==> src/rtl/delay_pkg.sv <==
// Shared types and helpers for the programmable tap delay line.
// Arithmetic is done in a wide fixed type; callers cast down to their own widths.
package delay_pkg;

  localparam int unsigned DLY_BITS = 16;

  typedef logic [DLY_BITS-1:0] dly_t;

  // Effective delay: 0 behaves as 1, anything past the buffer depth saturates.
  function automatic dly_t clamp_delay(input dly_t sel, input dly_t max_d);
    if (sel == '0) return dly_t'(1);
    if (sel > max_d) return max_d;
    return sel;
  endfunction

  // (ptr - n) mod max_d for ptr < max_d and n < max_d, without a divider.
  function automatic dly_t ptr_dec(input dly_t ptr, input dly_t n, input dly_t max_d);
    return (ptr >= n) ? (ptr - n) : (ptr + max_d - n);
  endfunction

endpackage

==> src/rtl/delay_ram.sv <==
// Circular-buffer storage: one synchronous write port, one asynchronous read port.
module delay_ram #(
  parameter int DEPTH = 16,
  parameter int WIDTH = 2,
  parameter int AW    = $clog2(DEPTH)
) (
  input  logic             clk,
  input  logic             we,
  input  logic [AW-1:0]    waddr,
  input  logic [WIDTH-1:0] wdata,
  input  logic [AW-1:0]    raddr,
  output logic [WIDTH-1:0] rdata
);

  logic [WIDTH-1:0] mem [DEPTH];

  // NOTE: storage has no reset; history is only trusted once the fill counter
  // says enough pushes have landed, so clearing it would just cost hardware.
  always_ff @(posedge clk) begin
    if (we) mem[waddr] <= wdata;
  end

  assign rdata = mem[raddr];

endmodule

==> src/rtl/tap_delay.sv <==
// Runtime-selectable delay line: samples enter a circular buffer and the output
// is read from a tap D-1 pushes behind the write pointer, with a history-valid flag.
module tap_delay
  import delay_pkg::*;
#(
  parameter int MAX_DELAY = 16,
  parameter int WIDTH     = 2,
  localparam int DW       = $clog2(MAX_DELAY + 1)
) (
  input  logic             clk,
  input  logic             rst_n,
  input  logic             en,
  input  logic [WIDTH-1:0] in,
  input  logic [DW-1:0]    delay_sel,
  output logic [WIDTH-1:0] out,
  output logic             out_valid
);

  localparam int AW = $clog2(MAX_DELAY);

  logic [DW-1:0]    d_q, d_next;
  logic [DW-1:0]    fill, fill_next;
  logic [AW-1:0]    wptr, wptr_next, rd_idx;
  logic [WIDTH-1:0] rd_data, out_next;
  logic             delay_change;

  delay_ram #(
    .DEPTH(MAX_DELAY),
    .WIDTH(WIDTH),
    .AW   (AW)
  ) u_ram (
    .clk  (clk),
    .we   (en),
    .waddr(wptr),
    .wdata(in),
    .raddr(rd_idx),
    .rdata(rd_data)
  );

  // NOTE: every always_comb output is assigned on every path (fill_next via a
  // full if/else chain) so no latch can be inferred.
  always_comb begin
    d_next       = DW'(clamp_delay(dly_t'(delay_sel), dly_t'(MAX_DELAY)));
    delay_change = (d_next != d_q);

    if (delay_change)                            fill_next = en ? DW'(1) : '0;
    else if (en && (fill != DW'(MAX_DELAY)))     fill_next = fill + DW'(1);
    else                                         fill_next = fill;

    wptr_next = (wptr == AW'(MAX_DELAY - 1)) ? '0 : wptr + AW'(1);

    // The read sees the buffer before this edge's write, so D=1 bypasses to in.
    rd_idx   = AW'(ptr_dec(dly_t'(wptr), dly_t'(d_next) - dly_t'(1), dly_t'(MAX_DELAY)));
    out_next = (d_next == DW'(1)) ? in : rd_data;
  end

  // NOTE: sequential state uses non-blocking assignments only, so every register
  // samples the pre-edge values computed above regardless of statement order.
  always_ff @(posedge clk or negedge rst_n) begin
    if (!rst_n) begin
      d_q       <= DW'(1);
      fill      <= '0;
      wptr      <= '0;
      out       <= '0;
      out_valid <= 1'b0;
    end else begin
      d_q       <= d_next;
      fill      <= fill_next;
      out_valid <= (fill_next >= d_next);
      if (en) begin
        wptr <= wptr_next;
        out  <= out_next;
      end
    end
  end

endmodule

==> config.mk <==
export PLATFORM = sky130hd
export DESIGN_NAME = tap_delay
export DESIGN_NICKNAME = d
export VERILOG_FILES = /design/src/rtl/delay_pkg.sv /design/src/rtl/delay_ram.sv /design/src/rtl/tap_delay.sv
export SDC_FILE = /design/constraint.sdc
export NUM_CORES = 1
export LEC_CHECK = 0
export CAP_MARGIN = 20
export CORE_MARGIN = 2
export CORE_UTILIZATION = 67
export CTS_BUF_LIST = sky130_fd_sc_hd__clkbuf_4
export CTS_CLUSTER_DIAMETER = 100
export DETAILED_ROUTE_END_ITERATION = 10
export PLACE_DENSITY = 0.88
export SETUP_SLACK_MARGIN = 0.15
export SKIP_CTS_REPAIR_TIMING = 1
export SLEW_MARGIN = 20
export SYNTH_ARGS = -nofsm -noshare
export SYNTH_HDL_FRONTEND = slang
export SYNTH_SLANG_ARGS = --single-unit
==> constraint.sdc <==
create_clock -name clk -period 7.63 [get_ports clk]
set_input_delay 1.526 -clock clk [delete_from_list [all_inputs] [get_ports clk]]
set_output_delay 1.526 -clock clk [all_outputs]
set_load 0.03 [all_outputs]
# Yosys cells after proc, flatten, opt, wreduce, memory -nomap -nowiden
# Memory sizes are Yosys's and may differ from the RTL's. A register that Yosys moved wholly into a read port is not among the register bits.
# Cells that the tools add are included.
totals:
  mem_bits_rw: 32
  elab_cells: 34
  n_memories: 1
  ff_bits: 15
  out_inout_bits: 3
  input_bits: 10
classes:
  n_eq_ne: 3
  reduce_logical: 3
  magnitude_cmp: 3
  addsub: 6
  muxes: 14
mem_list:
  columns: ["memory", "depth", "word_bits", "rd", "rd_clocked_by_memory_dff", "write_ports", "line_no", "rtl"]
  rows:
  - ["u_ram.mem", 16, 2, 1, 1, 1, "delay_ram.sv:15", "logic [WIDTH-1:0] mem [DEPTH];"]
ops:
  columns: ["cell", "n"]
  rows:
  - ["5-bit 2-to-1 mux", 6]
  - ["4-bit by 16-bit >= comparator with 1-bit output", 1]
  - ["4-bit by 1-bit adder with 4-bit output (second input constant)", 2]
  - ["4-bit 2-to-1 mux", 2]
  - ["4-bit subtractor", 2]
  - ["1-bit 2-to-1 mux", 6]
  - ["5-bit by 1-bit subtractor with 6-bit output (second input constant)", 1]
  - ["5-bit by 1-bit adder with 5-bit output (second input constant)", 1]
  - ["5-bit >= comparator", 1]
  - ["5-bit greater-than comparator (second input constant)", 1]
  - ["5-bit logical NOT", 1]
  - ["5-bit inequality test", 1]
  - ["5-bit inequality test (second input constant)", 1]
  - ["4-bit equality test (second input constant)", 1]
  - ["1-bit logical AND", 1]
  - ["1-bit logical NOT", 1]

# Longest topological paths before layout
# Gate-level depths: netlist of the first run.
depth:
  word_depth: 8
  depth_mapped: 12

# Modules after synthesis
# From an unflattened synthesis of the first run, not the netlist that was laid out.
unflattened:
  cells_unflattened: 185
  hier_area_um2: 2426.1
modules_own_cells:
  columns: ["module", "cells_each", "area_each_um2", "instances"]
  rows:
  - ["delay_ram", 76, 1340.0, 1]
  - ["tap_delay", 109, 1086.0, 1]

# Worst setup path before layout of the first run
# No wires, ideal clock.
synth_timing:
  path_type: "input to register"
  start: "input port delay_sel[1]"
  end: "register out_valid"
  setup_ns: 0.118
  required_ns: 7.512
  setup_slack_ns: 3.868
  t_arrival_ns: 3.644
  path_buffers: 1
  path_stages: 12
  path_cell_list: "nor3_2 -> o21ai_4 -> xnor2_1 -> or4_1 -> buf_2 -> mux2i_1 -> ha_1 -> nand2b_1 -> a21o_1 -> a21o_1 -> a21o_1 -> a21o_1"
synth_via:
  elab_chain_cells: 8
  word_cells_on_any_way: 11
synth_rtl:
  columns: ["item", "line_no", "rtl"]
  rows:
  - ["start: declaration", "tap_delay.sv:14", "input logic [DW-1:0] delay_sel,"]
  - ["5-bit greater-than comparator", "delay_pkg.sv:12", "if (sel > max_d) return max_d;"]
  - ["1-bit 2-to-1 mux (2 in a row)", "delay_pkg.sv:12", null]
  - ["5-bit 2-to-1 mux", "delay_pkg.sv:13", "return sel;"]
  - ["5-bit 2-to-1 mux (*)", "delay_pkg.sv:12", null]
  - ["5-bit inequality test", "tap_delay.sv:44", "delay_change = (d_next != d_q);"]
  - ["5-bit 2-to-1 mux", "tap_delay.sv:46", "if (delay_change) fill_next = en ? DW'(1) : '0;"]
  - ["5-bit >= comparator (*)", "tap_delay.sv:69", "out_valid <= (fill_next >= d_next);"]
  - ["end signal: assignment", "tap_delay.sv:69", null]
  - ["end: declaration", "tap_delay.sv:16", "output logic out_valid"]
# Every way passes the cells marked *; elsewhere a longest branch is shown, timed or not. The select of a mux whose other input is x is not followed.
# A chain may end at the register's enable or synchronous reset.

# Final worst setup path of the first run
layout_timing:
  start: "input port delay_sel[4]"
  end: "register out[1], read port of u_ram.mem"
layout_via:
  elab_chain_cells: 8
  word_cells_on_any_way: 13
layout_rtl:
  columns: ["item", "line_no", "rtl"]
  rows:
  - ["5-bit greater-than comparator", "delay_pkg.sv:12", null]
  - ["1-bit 2-to-1 mux (2 in a row)", "delay_pkg.sv:12", null]
  - ["5-bit 2-to-1 mux", "delay_pkg.sv:13", null]
  - ["5-bit 2-to-1 mux (*)", "delay_pkg.sv:12", null]
  - ["5-bit by 1-bit subtractor with 6-bit output (*)", "tap_delay.sv:53", "rd_idx = AW'(ptr_dec(dly_t'(wptr), dly_t'(d_next) - dly_t'(1), dly_t'(MAX_DELAY)));"]
  - ["4-bit by 16-bit >= comparator with 1-bit output or 4-bit subtractor (tied branches)", "delay_pkg.sv:18", "return (ptr >= n) ? (ptr - n) : (ptr + max_d - n);"]
  - ["4-bit 2-to-1 mux (*)", "delay_pkg.sv:18", null]
  - ["end: declaration", "tap_delay.sv:15", "output logic [WIDTH-1:0] out,"]
# Marks and branches as above.

==> flow_summary.ini, run 1 <==
[drt]
dr.pass1.iters = 6
drc = 0
ant_nets = 0
via_per_inst = 6.15
wirelength_mm = 4.76
vias = 1674
drt-wirelength-per-cell_um = 17.5
drtIter0Drc = 164

[worst_setup_path]
reg2regPathDepth = 8
endpoint_kind = flop
cp_max_fo = 18
worstPathArrival_ns = 4.80
startpoint_type = input pin
crit_type = input pin to flop
required_ns = 7.88

[timing]
fin_crit_sh_pct = 59.6
fmax_mhz = 220
worst_slack_ns = 3.08
skew_ns = 0.0109
hold_viol = 0
worst_slew_pin_slew_ns = 1.14
rsz0062_at_grt = no
setup_tns_ns = 0
whs_ns = 0.661
finalCriticalPeriod_ns = 4.55
setup_viol = 0
slew_viol_final = 0
relSlewSlack_pct = 23.2

[power_and_ir_drop]
peakVddDrop_mv = 0.210
pwr-share-comb_pct = 46.3
p_leak_nw = 1.12
power.density_nw_per_um2 = 315
clkPwrFrac_pct = 13.0
seq_power_share_pct = 40.7
p_int_uw = 522
swShare_pct = 39.6
total_power_uw = 863
p_sw_uw = 341

[final_layout]
drive_gt1_share_pct = 5.36
nNetsFinal = 250
multi_input_area_um2 = 1070
area_growth_pct = 7.77
fin_area_um2 = 2740
diodes = 0
final_cells = 272
regArea_um2 = 1390
mostFrequentLayoutCells = edfxtp_1, mux2i_1, ha_1, dfrtp_1
fin_util_pct = 74.9
mostFrequentLayoutCell = edfxtp_1
nFillCells = 231

[floorplan]
die_x_um = 65.6
rows = 22
die_y_um = 65.6
core_um2 = 3660
start_util_pct = 69.5
ios = 13
die_area_um2 = 4310

[grt]
grt-ovfl-total = 0
grt_pass1_vias = 1635
grt_max_degree = 22
grt_pass1_wl_mm = 7.89
grt_usage_pct = 25.2
antenna_found_initial = 0

[logic_synthesis]
ys_seq_area_share_pct = 54.5
synth_seq_cells = 49
synthArstFlopShare_pct = 34.7
avgSynthCellArea_um2 = 11.9
synthCells = 213
synth.distinct_cells = 37
syn-num-nets = 240
synth_edf_count = 32
ys_warn_count = 0
synth_area_um2 = 2540
synth_ff_type = edfxtp_1

[clocking]
cts_root_buf = clkbuf_4
insertion_delay_ns = 0.36
cts_buffers = 5
cts_num_sinks = 49
cts_tree = built
cts_buffer_depth = 2
clkTransAtPathRegs_ns = 0.13
htree_num_levels = 2

[placement]
gp_congestion = 0.969
placedInstanceArea_um2 = 2690
numPortBuffers = 12
hpwl_mm = 3.55
dpl_worst_slack_ns = 2.74
dp_cells = 264

[hold_path]
hp-class = flop to flop
min_path_cells = 2

[status]
status = complete, no violations

[flow_run]
drv_cap = 0
worst paths after layout:
check,start,to,slack (ns)
max,delay_sel[4],out[1],3.08
min,fill[3],fill[3],0.66
max reg2reg,wptr[0],out[1],4.74
min reg2reg,fill[3],fill[3],0.66
max in group asynchronous,rst_n,wptr[0],5.58
min in group asynchronous,rst_n,fill[2],1.58
cells by family after synthesis:
logic type	synth area share [%]
XOR/XNOR	4.72
multiplexers	6.89
AO/OA/AOI/OAI	7.72
flip-flops	54.5
buffers and inverters	3.54
AND/OR/NAND/NOR	13.9
adder cells (fa/ha/maj)	8.66
routing by layer:
metal  track usage (%)  up-vias  wire [um]
li1                  -      786          -
met5                 0        -          0
met4              10.7        0        123
met1              35.8      805       2130
met2              38.1       67       2220
met3              5.31       16        282
state kept, by name (all words and copies together) (netlist names):
register   cells
u_ram.mem     32
d_q            5
fill           5
wptr           4
out            2
out_valid      1
worst max-delay path, stage by stage:
cell	delay (ns)
clkdlybuf4s50_1	0.52
inv_2	0.18
nand2_1	0.17
ha_1	0.35
inv_1	0.06
fa_1	1.12
nor2b_1	0.11
a2111oi_0	0.43
a31oi_1	0.09
nand4_1	0.13
o211ai_1	0.10
area by class of cell:
class,instances,share of cell area [%]
Timing Repair Buffer,12,4.38
Clock inverter,3,0.639
Sequential cell,49,50.6
Tap cell,48,2.19
Clock buffer,5,1.37
Inverter,14,1.92
Multi-Input combinational cell,141,38.9
synthesized netlist by cell type (3+ instances only):
cell / count / share of area [%]
a21o_1: 4 / 1.2
a21oi_1: 4 / 0.79
a311oi_1: 4 / 1.4
a31oi_1: 5 / 1.2
and2_1: 12 / 3.0
buf_2: 3 / 0.59
clkbuf_1: 6 / 0.89
dfrtp_1: 16 / 16
edfxtp_1: 32 / 38
ha_1: 16 / 7.9
inv_1: 13 / 1.9
mux2i_1: 16 / 6.3
nand2_1: 12 / 1.8
nand3_1: 11 / 2.2
nand4_1: 6 / 1.5
nor2_1: 13 / 1.9
nor2b_1: 4 / 0.98
o21ai_0: 5 / 0.98
xnor2_1: 7 / 2.4
xor2_1: 4 / 1.4
power groups by stage:
| stage | combinational, mW | clock [mW] | sequential (mW) |
|---|---|---|---|
| after floorplan | 0.299 | 0 | 0.351 |
| after global placement | 0.371 | 0 | 0.352 |
| after detailed placement | 0.393 | 0 | 0.356 |
| after CTS | 0.394 | 0.115 | 0.350 |
| after global routing | 0.434 | 0.126 | 0.355 |
| final | 0.399 | 0.112 | 0.351 |
(Power assumes the default switching activity.)
==> inputs of run 2 (changes only) <==
Settings changed: CORE_UTILIZATION 67 to 62, PLACE_DENSITY 0.88 to 0.82.
Clock period 7.63 ns to 4.2 ns, I/O delays scaled along.
==> flow_summary.ini, run 2 (synthesis results as in run 1) <==
[floorplan]
rows = 23
die_area_um2 = 4630
start_util_pct = 64.1
die_y_um = 68.1
die_x_um = 68.1
ios = 13
core_um2 = 3970

[final_layout]
mostFrequentLayoutCells = edfxtp_1, mux2i_1, ha_1, dfrtp_1
nNetsFinal = 254
top_regs = u_ram.mem x32, d_q x5, fill x5
final_cells = 278
largest_reg_flops = 32
nFillCells = 266
diodes = 0
drive_gt1_share_pct = 6.58
area_growth_pct = 8.85
fin_util_pct = 69.7
mostFrequentLayoutCell = edfxtp_1
top_register = u_ram.mem

[drt]
drc = 0
drt-wirelength-per-cell_um = 17.3
vias = 1666
dr.pass1.iters = 5
ant_nets = 0
via_per_inst = 5.99
drtIter0Drc = 229
wirelength_mm = 4.82

[timing]
setup_viol = 0
setup_tns_ns = 0
skew_ns = 0.00690
worst_slew_pin_slew_ns = 0.735
fin_crit_sh_pct = 83.3
fmax_mhz = 286
worst_slack_ns = 0.702
hold_viol = 0
slew_viol_final = 0
relSlewSlack_pct = 50.9
rsz0062_at_grt = no
finalCriticalPeriod_ns = 3.50

[grt]
grt-ovfl-total = 0
grt_pass1_wl_mm = 7.96
grt_pass1_vias = 1595
met1_usage_pct = 33.2
antenna_found_initial = 0
grt_usage_pct = 24.1
grt_max_degree = 22
grt-busiest-layer = met2
met2_usage_pct = 37.9
use_met3_pct = 5.92

[worst_setup_path]
crit_type = input pin to flop
endpoint_kind = flop
startpoint_type = input pin
cp_max_fo = 6
worstPathArrival_ns = 3.77
reg2reg_from = d_q[2]
rrSetupSlack_ns = 1.43
required_ns = 4.47
reg2regPathDepth = 10
reg2reg_to = out_valid

[power_and_ir_drop]
peakVddDrop_mv = 0.315
total_power_mw = 1.58
power.density_nw_per_um2 = 572
p_leak_nw = 1.13

[hold_path]
min_from = wptr[1]
min_path_cells = 2
hold_path_end = wptr[3]
hp-class = flop to flop

[clocking]
htree_num_levels = 2
cts_root_buf = clkbuf_4
clkTransAtPathRegs_ns = 0.13
cts_num_sinks = 49
cts_tree = built
insertion_delay_ns = 0.37
cts_buffer_depth = 2
cts_buffers = 5

[placement]
dp_cells = 270
gp_congestion = 0.907
hpwl_mm = 3.62
numPortBuffers = 12
dpl_worst_slack_ns = 0.327

[flow_run]
drv_cap = 0

[status]
status = complete, no violations
## run 2: worst max path at each step
| stage | cells past startpoint | slack [ns] | startpoint | to |
|---|---|---|---|---|
| 2_1_floorplan | 12 | 1.12 | delay_sel[1] | out_valid |
| 3_3_place_gp | 12 | 0.43 | delay_sel[4] | out_valid |
| 3_5_place_dp | 12 | 0.33 | delay_sel[4] | out_valid |
| 4_1_cts | 12 | 0.72 | delay_sel[4] | out_valid |
| 5_1_grt | 12 | 0.53 | delay_sel[4] | out_valid |
| 6_report | 12 | 0.70 | delay_sel[4] | out_valid |
## run 2: power by group
| part | leakage, nW | switching [mW] | total, mW | internal [mW] |
|---|---|---|---|---|
| sequential | 0.501 | 0.0582 | 0.637 | 0.579 |
| combinational | 0.603 | 0.420 | 0.744 | 0.324 |
| clock | 0.0300 | 0.142 | 0.203 | 0.0608 |
## run 2: per-layer routing
layer / wire [um] / vias to the layer above
met5: 0 / -
met4: 86 / 0
met3: 233 / 9
met2: 2400 / 50
met1: 2100 / 814
li1: - / 793
## run 2: worst max-delay path, cell delays in order
cell	delay [ns]
clkdlybuf4s50_1	0.59
inv_2	0.12
nand2_1	0.19
o21ai_0	0.11
or4_1	0.63
mux2i_1	0.22
ha_1	0.25
nand2b_1	0.14
a21o_1	0.18
a21o_1	0.17
a21o_1	0.17
a21o_1	0.17
## run 2: layout make-up
type	count	area (um^2)	share of cell area, %
repair buffers	16	150	5.42
clock buffers	5	37.5	1.36
flip-flops and latches	49	1390	50.1
clock inverters	3	12.5	0.452
well taps	50	62.6	2.26
multi-input cells	141	1070	38.5
inverters	14	52.6	1.90
## run 2: metrics by stage
stage	hold slack, ns	instance area, um^2
after CTS	0.640	2770
final	0.646	2770
after detailed placement	0.621	2720
after global placement	0.605	2720
after floorplan	0.544	2540
after global routing	0.672	2770
==> inputs of run 3 (changes only) <==
Clock period 4.2 ns to 3.4 ns, I/O delays scaled along.
==> flow_summary.ini, run 3 (synthesis results as in run 1) <==
[timing]
hold_viol = 0
fin_crit_sh_pct = 90.7
rsz0062_at_grt = no
fmax_mhz = 324
worst_slack_ns = 0.317
skew_ns = 0.0115
worst_slew_pin_slew_ns = 0.726
setup_viol = 0
slew_viol_final = 0
finalCriticalPeriod_ns = 3.08
whs_ns = 0.657
setup_tns_ns = 0
relSlewSlack_pct = 51.4

[placement]
placedInstanceArea_um2 = 2820
dpl_worst_slack_ns = -0.113
hpwl_mm = 3.65
numPortBuffers = 12
gp_congestion = 0.943
dp_cells = 283

[clocking]
cts_buffer_depth = 2
insertion_delay_ns = 0.36
cts_num_sinks = 49
cts_buffers = 5
htree_num_levels = 2
cts_tree = built
clkTransAtPathRegs_ns = 0.12
cts_root_buf = clkbuf_4

[final_layout]
fin_area_um2 = 2890
final_cells = 291
area_growth_pct = 13.5
mostFrequentLayoutCells = edfxtp_1, buf_4, mux2i_1, ha_1, dfrtp_1
nNetsFinal = 267
mostFrequentLayoutCell = edfxtp_1
largest_reg_flops = 32
fin_util_pct = 72.7
diodes = 0
top_register = u_ram.mem
drive_gt1_share_pct = 12.4
top_regs = u_ram.mem x32, d_q x5, fill x5

[worst_setup_path]
reg2reg_to = out_valid
reg2reg_from = d_q[2]
reg2regPathDepth = 10
cpMostUsedCell = a21o_1
endpoint_kind = flop
cp_max_fo = 6
crit_chain = clkdlybuf4s50_1 -> inv_2 -> nand2_1 -> o21ai_0 -> or4_1 -> mux2i_1 -> ha_1 -> nand2b_1 -> a21o_1 -> a21o_1 -> a21o_1 -> a21o_1
worstPathArrival_ns = 3.34
crit_type = input pin to flop
startpoint_type = input pin
slowest_stage = clkdlybuf4s50_1
rrSetupSlack_ns = 0.73
required_ns = 3.66
critical_path.max_stage_delay_ns = 0.54

[hold_path]
min_path_cells = 2
hp-class = flop to flop
hold_path_end = fill[4]
min_from = fill[4]

[floorplan]
core_um2 = 3970
die_x_um = 68.1
start_util_pct = 64.1
die_y_um = 68.1
die_area_um2 = 4630
ios = 13
rows = 23

[drt]
dr.pass1.iters = 4
via_per_inst = 5.89
vias = 1713
drtIter0Drc = 197
drc = 0
wirelength_mm = 4.84
ant_nets = 0
drt-wirelength-per-cell_um = 16.6

[power_and_ir_drop]
power.density_nw_per_um2 = 711
total_power_mw = 2.05
peakVddDrop_mv = 0.433
p_leak_nw = 1.21

[grt]
grt_max_degree = 21
met2_usage_pct = 37.3
grt-ovfl-total = 0
use_met3_pct = 4.44
antenna_found_initial = 0
grt_pass1_vias = 1634
grt-busiest-layer = met2
grt_usage_pct = 24.3
grt_pass1_wl_mm = 7.96
met1_usage_pct = 33.8

[status]
status = complete, no violations

[flow_run]
drv_cap = 0
## run 3: worst max path at each step
stage / endpoint / slack [ns] / startpoint / cells past startpoint
after global routing: out_valid / 0.16 / delay_sel[4] / 12
after global placement: out[0] / 0.006 / delay_sel[2] / 12
after detailed placement: out[0] / -0.11 / delay_sel[2] / 12
after CTS: out[0] / 0.27 / delay_sel[2] / 12
after floorplan: out_valid / 0.48 / delay_sel[1] / 12
final: out_valid / 0.32 / delay_sel[4] / 12
## run 3: layout make-up
cell class,instances,area [um^2]
clock buffer,6,45.0
clock inverter,2,15.0
fill,248,1080
inverter,14,52.6
multi-input combinational,141,1070
sequential,49,1390
tap,50,62.6
timing repair buffer,29,250
## run 3: metal layers
metal / part of all wire [%] / wire length [um]
met1: 43 / 2100
met3: 5.3 / 255
met2: 48 / 2320
met5: 0 / 0
met4: 3.2 / 155
## run 3: power breakdown
part           internal (mW)  leakage [nW]  total [mW]  switching [mW]
clock network         0.0889        0.0279       0.265           0.176
logic                  0.449         0.676        1.00           0.555
registers              0.715         0.501       0.784          0.0696
total                   1.25          1.21        2.05           0.801
## run 3: worst max-delay path: cells and delay by family
kind	cells	cell delay, ns
buffers and inverters	2	0.64
and+or+nand+nor	3	0.81
muxes	1	0.15
adders and majority gates	1	0.28
AOI/OAI and AO/OA	5	0.77
